[src/rtl/bcd_to_1of8_driver.sv]
// BCD digit to 1-of-8 one-hot driver with a programmable hold time and gap time.
// Codes 0..7 are driven as a one-hot pattern for HOLD_CYCLES cycles, followed by
// GAP_CYCLES all-zero cycles. Codes 8..15 are rejected with an error pulse and a
// saturating error counter.
module bcd_to_1of8_driver #(
    parameter int unsigned HOLD_CYCLES = 4,
    parameter int unsigned GAP_CYCLES  = 1
) (
    input  logic       clk,
    input  logic       rst_n,
    input  logic       in_valid,
    output logic       in_ready,
    input  logic [3:0] in_bcd,
    output logic [7:0] one_of_8,
    output logic       out_active,
    output logic       busy,
    output logic       err,
    output logic [7:0] err_count
);

    localparam int unsigned CODE_W = 8;
    localparam int unsigned CNT_W  = 8;

    // Counter reload values: the counter counts down to zero, so load N-1.
    localparam logic [CNT_W-1:0] HOLD_LOAD =
        (HOLD_CYCLES == 0) ? CNT_W'(0) : CNT_W'(HOLD_CYCLES - 1);
    localparam logic [CNT_W-1:0] GAP_LOAD =
        (GAP_CYCLES == 0) ? CNT_W'(0) : CNT_W'(GAP_CYCLES - 1);
    localparam bit HAS_GAP = (GAP_CYCLES != 0);

    typedef enum logic [1:0] {
        ST_IDLE  = 2'd0,
        ST_DRIVE = 2'd1,
        ST_GAP   = 2'd2
    } state_t;

    state_t              r_state;
    logic [CNT_W-1:0]    r_cnt;
    logic [CODE_W-1:0]   r_one_of_8;
    logic                r_out_active;
    logic                r_busy;
    logic                r_in_ready;
    logic                r_err;
    logic [CNT_W-1:0]    r_err_count;

    logic                w_handshake;
    logic                w_legal;
    logic                w_cnt_done;
    logic [CODE_W-1:0]   w_code;

    // Handshake qualification and one-hot decode of the incoming digit.
    assign w_handshake = in_valid & r_in_ready;
    assign w_legal     = ~in_bcd[3];
    assign w_cnt_done  = (r_cnt == CNT_W'(0));
    assign w_code      = CODE_W'(1) << in_bcd[2:0];

    // State machine with all outputs registered alongside the state.
    always_ff @(posedge clk or negedge rst_n) begin
        if (!rst_n) begin
            r_state      <= ST_IDLE;
            r_cnt        <= CNT_W'(0);
            r_one_of_8   <= CODE_W'(0);
            r_out_active <= 1'b0;
            r_busy       <= 1'b0;
            r_in_ready   <= 1'b1;
            r_err        <= 1'b0;
            r_err_count  <= CNT_W'(0);
        end else begin
            r_err <= 1'b0;
            case (r_state)
                ST_IDLE: begin
                    if (w_handshake) begin
                        if (w_legal) begin
                            r_state      <= ST_DRIVE;
                            r_cnt        <= HOLD_LOAD;
                            r_one_of_8   <= w_code;
                            r_out_active <= 1'b1;
                            r_busy       <= 1'b1;
                            r_in_ready   <= 1'b0;
                        end else begin
                            r_err <= 1'b1;
                            if (r_err_count != {CNT_W{1'b1}}) begin
                                r_err_count <= r_err_count + CNT_W'(1);
                            end
                        end
                    end
                end

                ST_DRIVE: begin
                    if (w_cnt_done) begin
                        r_one_of_8   <= CODE_W'(0);
                        r_out_active <= 1'b0;
                        if (HAS_GAP) begin
                            r_state <= ST_GAP;
                            r_cnt   <= GAP_LOAD;
                        end else begin
                            r_state    <= ST_IDLE;
                            r_cnt      <= CNT_W'(0);
                            r_busy     <= 1'b0;
                            r_in_ready <= 1'b1;
                        end
                    end else begin
                        r_cnt <= r_cnt - CNT_W'(1);
                    end
                end

                ST_GAP: begin
                    if (w_cnt_done) begin
                        r_state    <= ST_IDLE;
                        r_cnt      <= CNT_W'(0);
                        r_busy     <= 1'b0;
                        r_in_ready <= 1'b1;
                    end else begin
                        r_cnt <= r_cnt - CNT_W'(1);
                    end
                end

                default: begin
                    r_state      <= ST_IDLE;
                    r_cnt        <= CNT_W'(0);
                    r_one_of_8   <= CODE_W'(0);
                    r_out_active <= 1'b0;
                    r_busy       <= 1'b0;
                    r_in_ready   <= 1'b1;
                end
            endcase
        end
    end

    assign in_ready   = r_in_ready;
    assign one_of_8   = r_one_of_8;
    assign out_active = r_out_active;
    assign busy       = r_busy;
    assign err        = r_err;
    assign err_count  = r_err_count;

endmodule

[config.mk]
export PLATFORM = sky130hd
export DESIGN_NAME = bcd_to_1of8_driver
export DESIGN_NICKNAME = d
export VERILOG_FILES = /design/src/rtl/bcd_to_1of8_driver.sv
export SDC_FILE = /design/constraint.sdc
export NUM_CORES = 1
export LEC_CHECK = 0
export ABC_AREA = 1
export CORE_MARGIN = 5
export CORE_UTILIZATION = 45
export CTS_CLUSTER_DIAMETER = 60
export CTS_CLUSTER_SIZE = 25
export DETAILED_ROUTE_END_ITERATION = 7
export PLACE_DENSITY = 0.73
export SYNTH_ARGS = -nofsm -noshare
export SYNTH_HDL_FRONTEND = slang
export SYNTH_SLANG_ARGS = --single-unit
[constraint.sdc]
create_clock -name clk -period 2.6 [get_ports clk]
set_input_delay 0.52 -clock clk [delete_from_list [all_inputs] [get_ports clk]]
set_output_delay 0.52 -clock clk [all_outputs]
set_load 0.02 [all_outputs]
-- Word level (Yosys, flattened, before mapping)
Cells that the tools add are included.
- bits in registers: 30
- input port bits: 7
- output and inout bits: 20
- word-level logic and storage cells: 54
- add/subtract/negate cells: 2
- equal/unequal tests: 7
- shifts and indexed selects: 1
- muxes and demuxes: 25
- bitwise logic cells: 3
- reductions and logical operators: 8
- operator list (operator ; number):
    8-bit 2-to-1 mux ; 6
    8-bit case mux with 3 select lines ; 1
    8-bit case mux with 2 select lines ; 1
    4-bit AND reduction ; 4
    1-bit 2-to-1 mux ; 9
    1-bit case mux with 3 select lines ; 3
    8-bit by 1-bit adder with 8-bit output, second input constant ; 1
    8-bit logical NOT ; 1
    2-bit 2-to-1 mux ; 4
    2-bit inequality test, second input constant ; 4
    8-bit inequality test, second input constant ; 1
    1-bit by 3-bit << shifter with 8-bit output, first input constant ; 1
    8-bit by 1-bit subtractor with 8-bit output, second input constant ; 1
    2-bit case mux with 3 select lines ; 1
    2-bit by 1-bit equality test with 1-bit output, second input constant ; 1
    2-bit equality test, second input constant ; 1
    2-bit logical NOT ; 1
    1-bit inverter ; 2
    2-bit AND reduction ; 1
    2-bit OR reduction ; 1
    1-bit bitwise AND ; 1

-- Depth between registers and ports, before layout
- depth in word-level cells: 4
- gate-level depth with buffers: 10
- mapped depth without buffers: 9

-- Worst setup path after synthesis
OpenSTA, ideal clock, no wires.
- path type: register to register
- start: reg r_state[0]
- end: reg r_one_of_8[2], in the netlist one_of_8[2]
- setup time: 0.118 ns
- arrival time: 1.294 ns
- required time: 2.482 ns
- slack: 1.187 ns
- cell stages (with the launch flop): 10
- path buffers: 1
- period minus slack after synthesis: 1.413 ns
- cell sequence: dfrtp_1 -> inv_1 -> ha_1 -> nand2_2 -> inv_2 -> nor2_4 -> nand2_4 -> buf_6 -> nand2_2 -> o21ai_2
- cells in the longest elaborated chain, start to end: 3
- elaborated cells on any way between the ends: 9
- those cells by class: eq/ne (5); mux (1); bitwise (1); reduce/logical (2)
- ends and longest elaborated chain (what ; RTL line ; text):
    start: declaration ; 37 ; state_t r_state;
    start signal: assignment ; 60 ; r_state <= ST_IDLE;
    start signal: assignment ; 74 ; r_state <= ST_DRIVE;
    start signal: assignment ; 94 ; r_state <= ST_GAP;
    2-bit by 1-bit equality test with 1-bit output, or another cell as far along ; 70 ; case (r_state)
    2-bit inequality test (no line) or 1-bit inverter (tied branches) ; n/a ;
    4-bit AND reduction (no line) ; n/a ;
    end signal: assignment ; 76 ; r_one_of_8 <= w_code;
    end: declaration ; 39 ; logic [CODE_W-1:0] r_one_of_8;
Parallel ways exist; a longest one is shown, timed or not.
A chain may end at the register's enable or synchronous reset.

-- Worst setup path in the final report
- start: reg r_in_ready, in the netlist in_ready
- end: out in_ready
- RTL lines (what ; RTL line ; text):
    start: declaration ; 42 ; logic r_in_ready;
    start signal: assignment ; 65 ; r_in_ready <= 1'b1;
    start signal: assignment ; 79 ; r_in_ready <= 1'b0;
    start signal: assignment ; 100 ; r_in_ready <= 1'b1;
    end: declaration ; 12 ; output logic in_ready,
No word-level cell between the ends.

==> flow_summary.ini <==
[cts]
clk_path_buf_depth = 2
cts_htree_levels = 2
clk_latency_ps = 270
ctsHoldBuffers = 0
cts_sinks = 30
cts_tree = yes
numCtsBuffers = 5
postCtsResizedCells = 0
postCtsSetupBuffers = 0
path_clk_slew_ps = 60
cts_root_buf = clkbuf_8

[layout]
area_delta_synth_final_pct = 23.0
fillers = 354
fin_cells = 290
utilization = 0.569
drive_gt1_frac = 0.124
nets = 255
diodes = 0

[floorplanning]
core.rowCount = 22
die_area_um2 = 5090
initial_utilization = 0.463
io_pins = 27
die_x_um = 71.4
die_y_um = 71.4
fp.coreArea_um2 = 3660

[route]
wl_per_cell_um = 11.0
ant_nets = 0
num_vias = 1387
avgViaCountPerCell = 4.78
finalWirelength_mm = 3.18
drt-initial-drc-count = 73
drc = 0
first_pass_iters = 4

[sta]
setup_viol = 0
holdWs_ps = 472
fin_tns_setup_ps = 0
slew_viol_final = 0
worst_pin_slew_ps = 473
hold_viol = 0
period_share = 0.758
maxSlewHeadroom = 0.685
finalClockSkew_ps = 5.19
finalCriticalPeriod_ps = 1970
max_freq_mhz = 507
rsz0062_at_grt = no
layout_setup_ws_ps = 628

[run]
maxCapViolCount = 0

[place]
pre_cts_ws_ps = 583
dp_hpwl_mm = 2.44
port_buffers = 26
dp_cells = 282
place_congestion = 0.831

[global_route]
antenna_found_initial = 0
grt_pass1_vias = 1266
overflow = 0
grt_max_degree = 31
grt_usage = 0.134
grt_pass1_wl_mm = 5.51

[yosys]
synth_commonest_cells = nand2_1 (64), dfrtp_1 (29), inv_1 (27)
synth.area.top_cells = dfrtp_1 (43%), nand2_1 (14%), inv_1 (6.0%)
synth_seq_cells = 30
yosysSeqAreaShare = 0.444
async_reset_ff_frac = 1.00
synthesis.area_um2 = 1690
syn_avg_cell_area_um2 = 8.07
syn-instance-count = 210
synthDistinctLibCells = 26
yosys.area.top_type = dfrtp_1
synth.top_cell.area_share = 0.428
synth_edf_count = 0
yosys_warnings = 0
synth_flop_cell = dfrtp_1
yosysMostFrequentCell = nand2_1
syn-num-nets = 224

[power]
p_leak_nw = 1.00
ir_drop_v = 0.000235
powerDensity_nw_per_um2 = 406

[critical_path]
setup.worst_path.end_class = primary output
cp.buffers_inverters = 1
cp.required_ps = 2080
crit_type = flop to primary output
critPathArrivalTime_ps = 1450
crit_family = buffers and inverters
cp_cell_sequence = clkdlybuf4s50_1
critPathSlowestCell = clkdlybuf4s50_1
critPathLaunchType = flop
slowest_delay_ps = 610
cp_max_fo = 4

[outcome]
outcome = completed

[worst_hold_path]
hp-class = flop to flop
## routing by layer
layer  track usage  wire length (µm)  share of wire
met3        0.0323               118          0.037
met4        0.0689                65          0.020
met1         0.181              1570           0.49
met2         0.200              1420           0.45
met5             0                 0              0
## cell usage in the layout (no fill, tap or decap)
| cell | synthesis | layout |
|---|---|---|
| nand3_1 | 11 | 11 |
| o21ai_1 | 2 | 2 |
| ha_1 | 7 | 7 |
| o21ai_0 | 3 | 3 |
| dfstp_2 | 1 | 1 |
| nand2_2 | 2 | 2 |
| nor3_4 | 1 | 1 |
| nor2_1 | 17 | 17 |
| nand2_1 | 64 | 64 |
| nor3_1 | 2 | 2 |
| o21ai_2 | 9 | 9 |
| clkinv_2 | 0 | 2 |
| clkdlybuf4s50_1 | 0 | 26 |
| inv_2 | 4 | 4 |
| clkbuf_8 | 0 | 5 |
| inv_1 | 27 | 27 |
| nand3_2 | 1 | 1 |
| nand2_4 | 2 | 2 |
| nor3_2 | 1 | 1 |
| clkbuf_1 | 1 | 1 |
| buf_4 | 0 | 1 |
| xor2_1 | 7 | 7 |
| dfrtp_1 | 29 | 29 |
| xnor2_1 | 1 | 1 |
| nand3b_1 | 1 | 1 |
| a21oi_1 | 2 | 2 |
| nand4_1 | 12 | 12 |
| nor2_4 | 1 | 1 |
## area by class of cell
cell class / count / area [µm²] / area share
inverter: 31 / 116 / 0.0558
multi-input combinational: 146 / 806 / 0.387
tap: 48 / 60.1 / 0.0288
sequential: 30 / 752 / 0.361
timing repair buffer: 27 / 268 / 0.128
clock inverter: 2 / 10.0 / 0.00480
clock buffer: 6 / 72.6 / 0.0348
## final timing paths
path,from,endpoint,slack [ps],cells after the start
max,in_ready,in_ready,630,1
min,busy,busy,470,2
max reg2reg,r_state[0],one_of_8[3],680,8
min reg2reg,busy,busy,470,2
max in group asynchronous,rst_n,in_ready,1650,2
min in group asynchronous,rst_n,err_count[6],640,2
## metrics by stage
step,area (µm²),power [W]
3_3_place_gp,2000,0.000506
3_5_place_dp,2000,0.000506
4_1_cts,2080,0.000862
2_1_floorplan,1690,0.000483
6_report,2080,0.000847
5_1_grt,2080,0.000892
## state kept, by name, summed over array words and instances (netlist names)
signal	count
r_cnt	8
err_count	8
busy	1
r_state	2
one_of_8	8
err	1
in_ready	1
out_active	1
## cells by family after synthesis
kind of cell | count (synthesis) | share of synthesized area
AND/OR/NAND/NOR | 115 | 0.315
buffers and inverters | 34 | 0.0805
flip-flops | 30 | 0.444
AO/OA/AOI/OAI | 16 | 0.0672
XOR/XNOR | 8 | 0.0414
adder cells (fa/ha/maj) | 7 | 0.0517
## where the power goes
part | switching [W] | internal [W]
Clock | 0.000165 | 0.000185
Sequential | 0 | 0.000467
Combinational | 0.0000188 | 0.0000112
Total | 0.000184 | 0.000663
(Power assumes the default switching activity.)
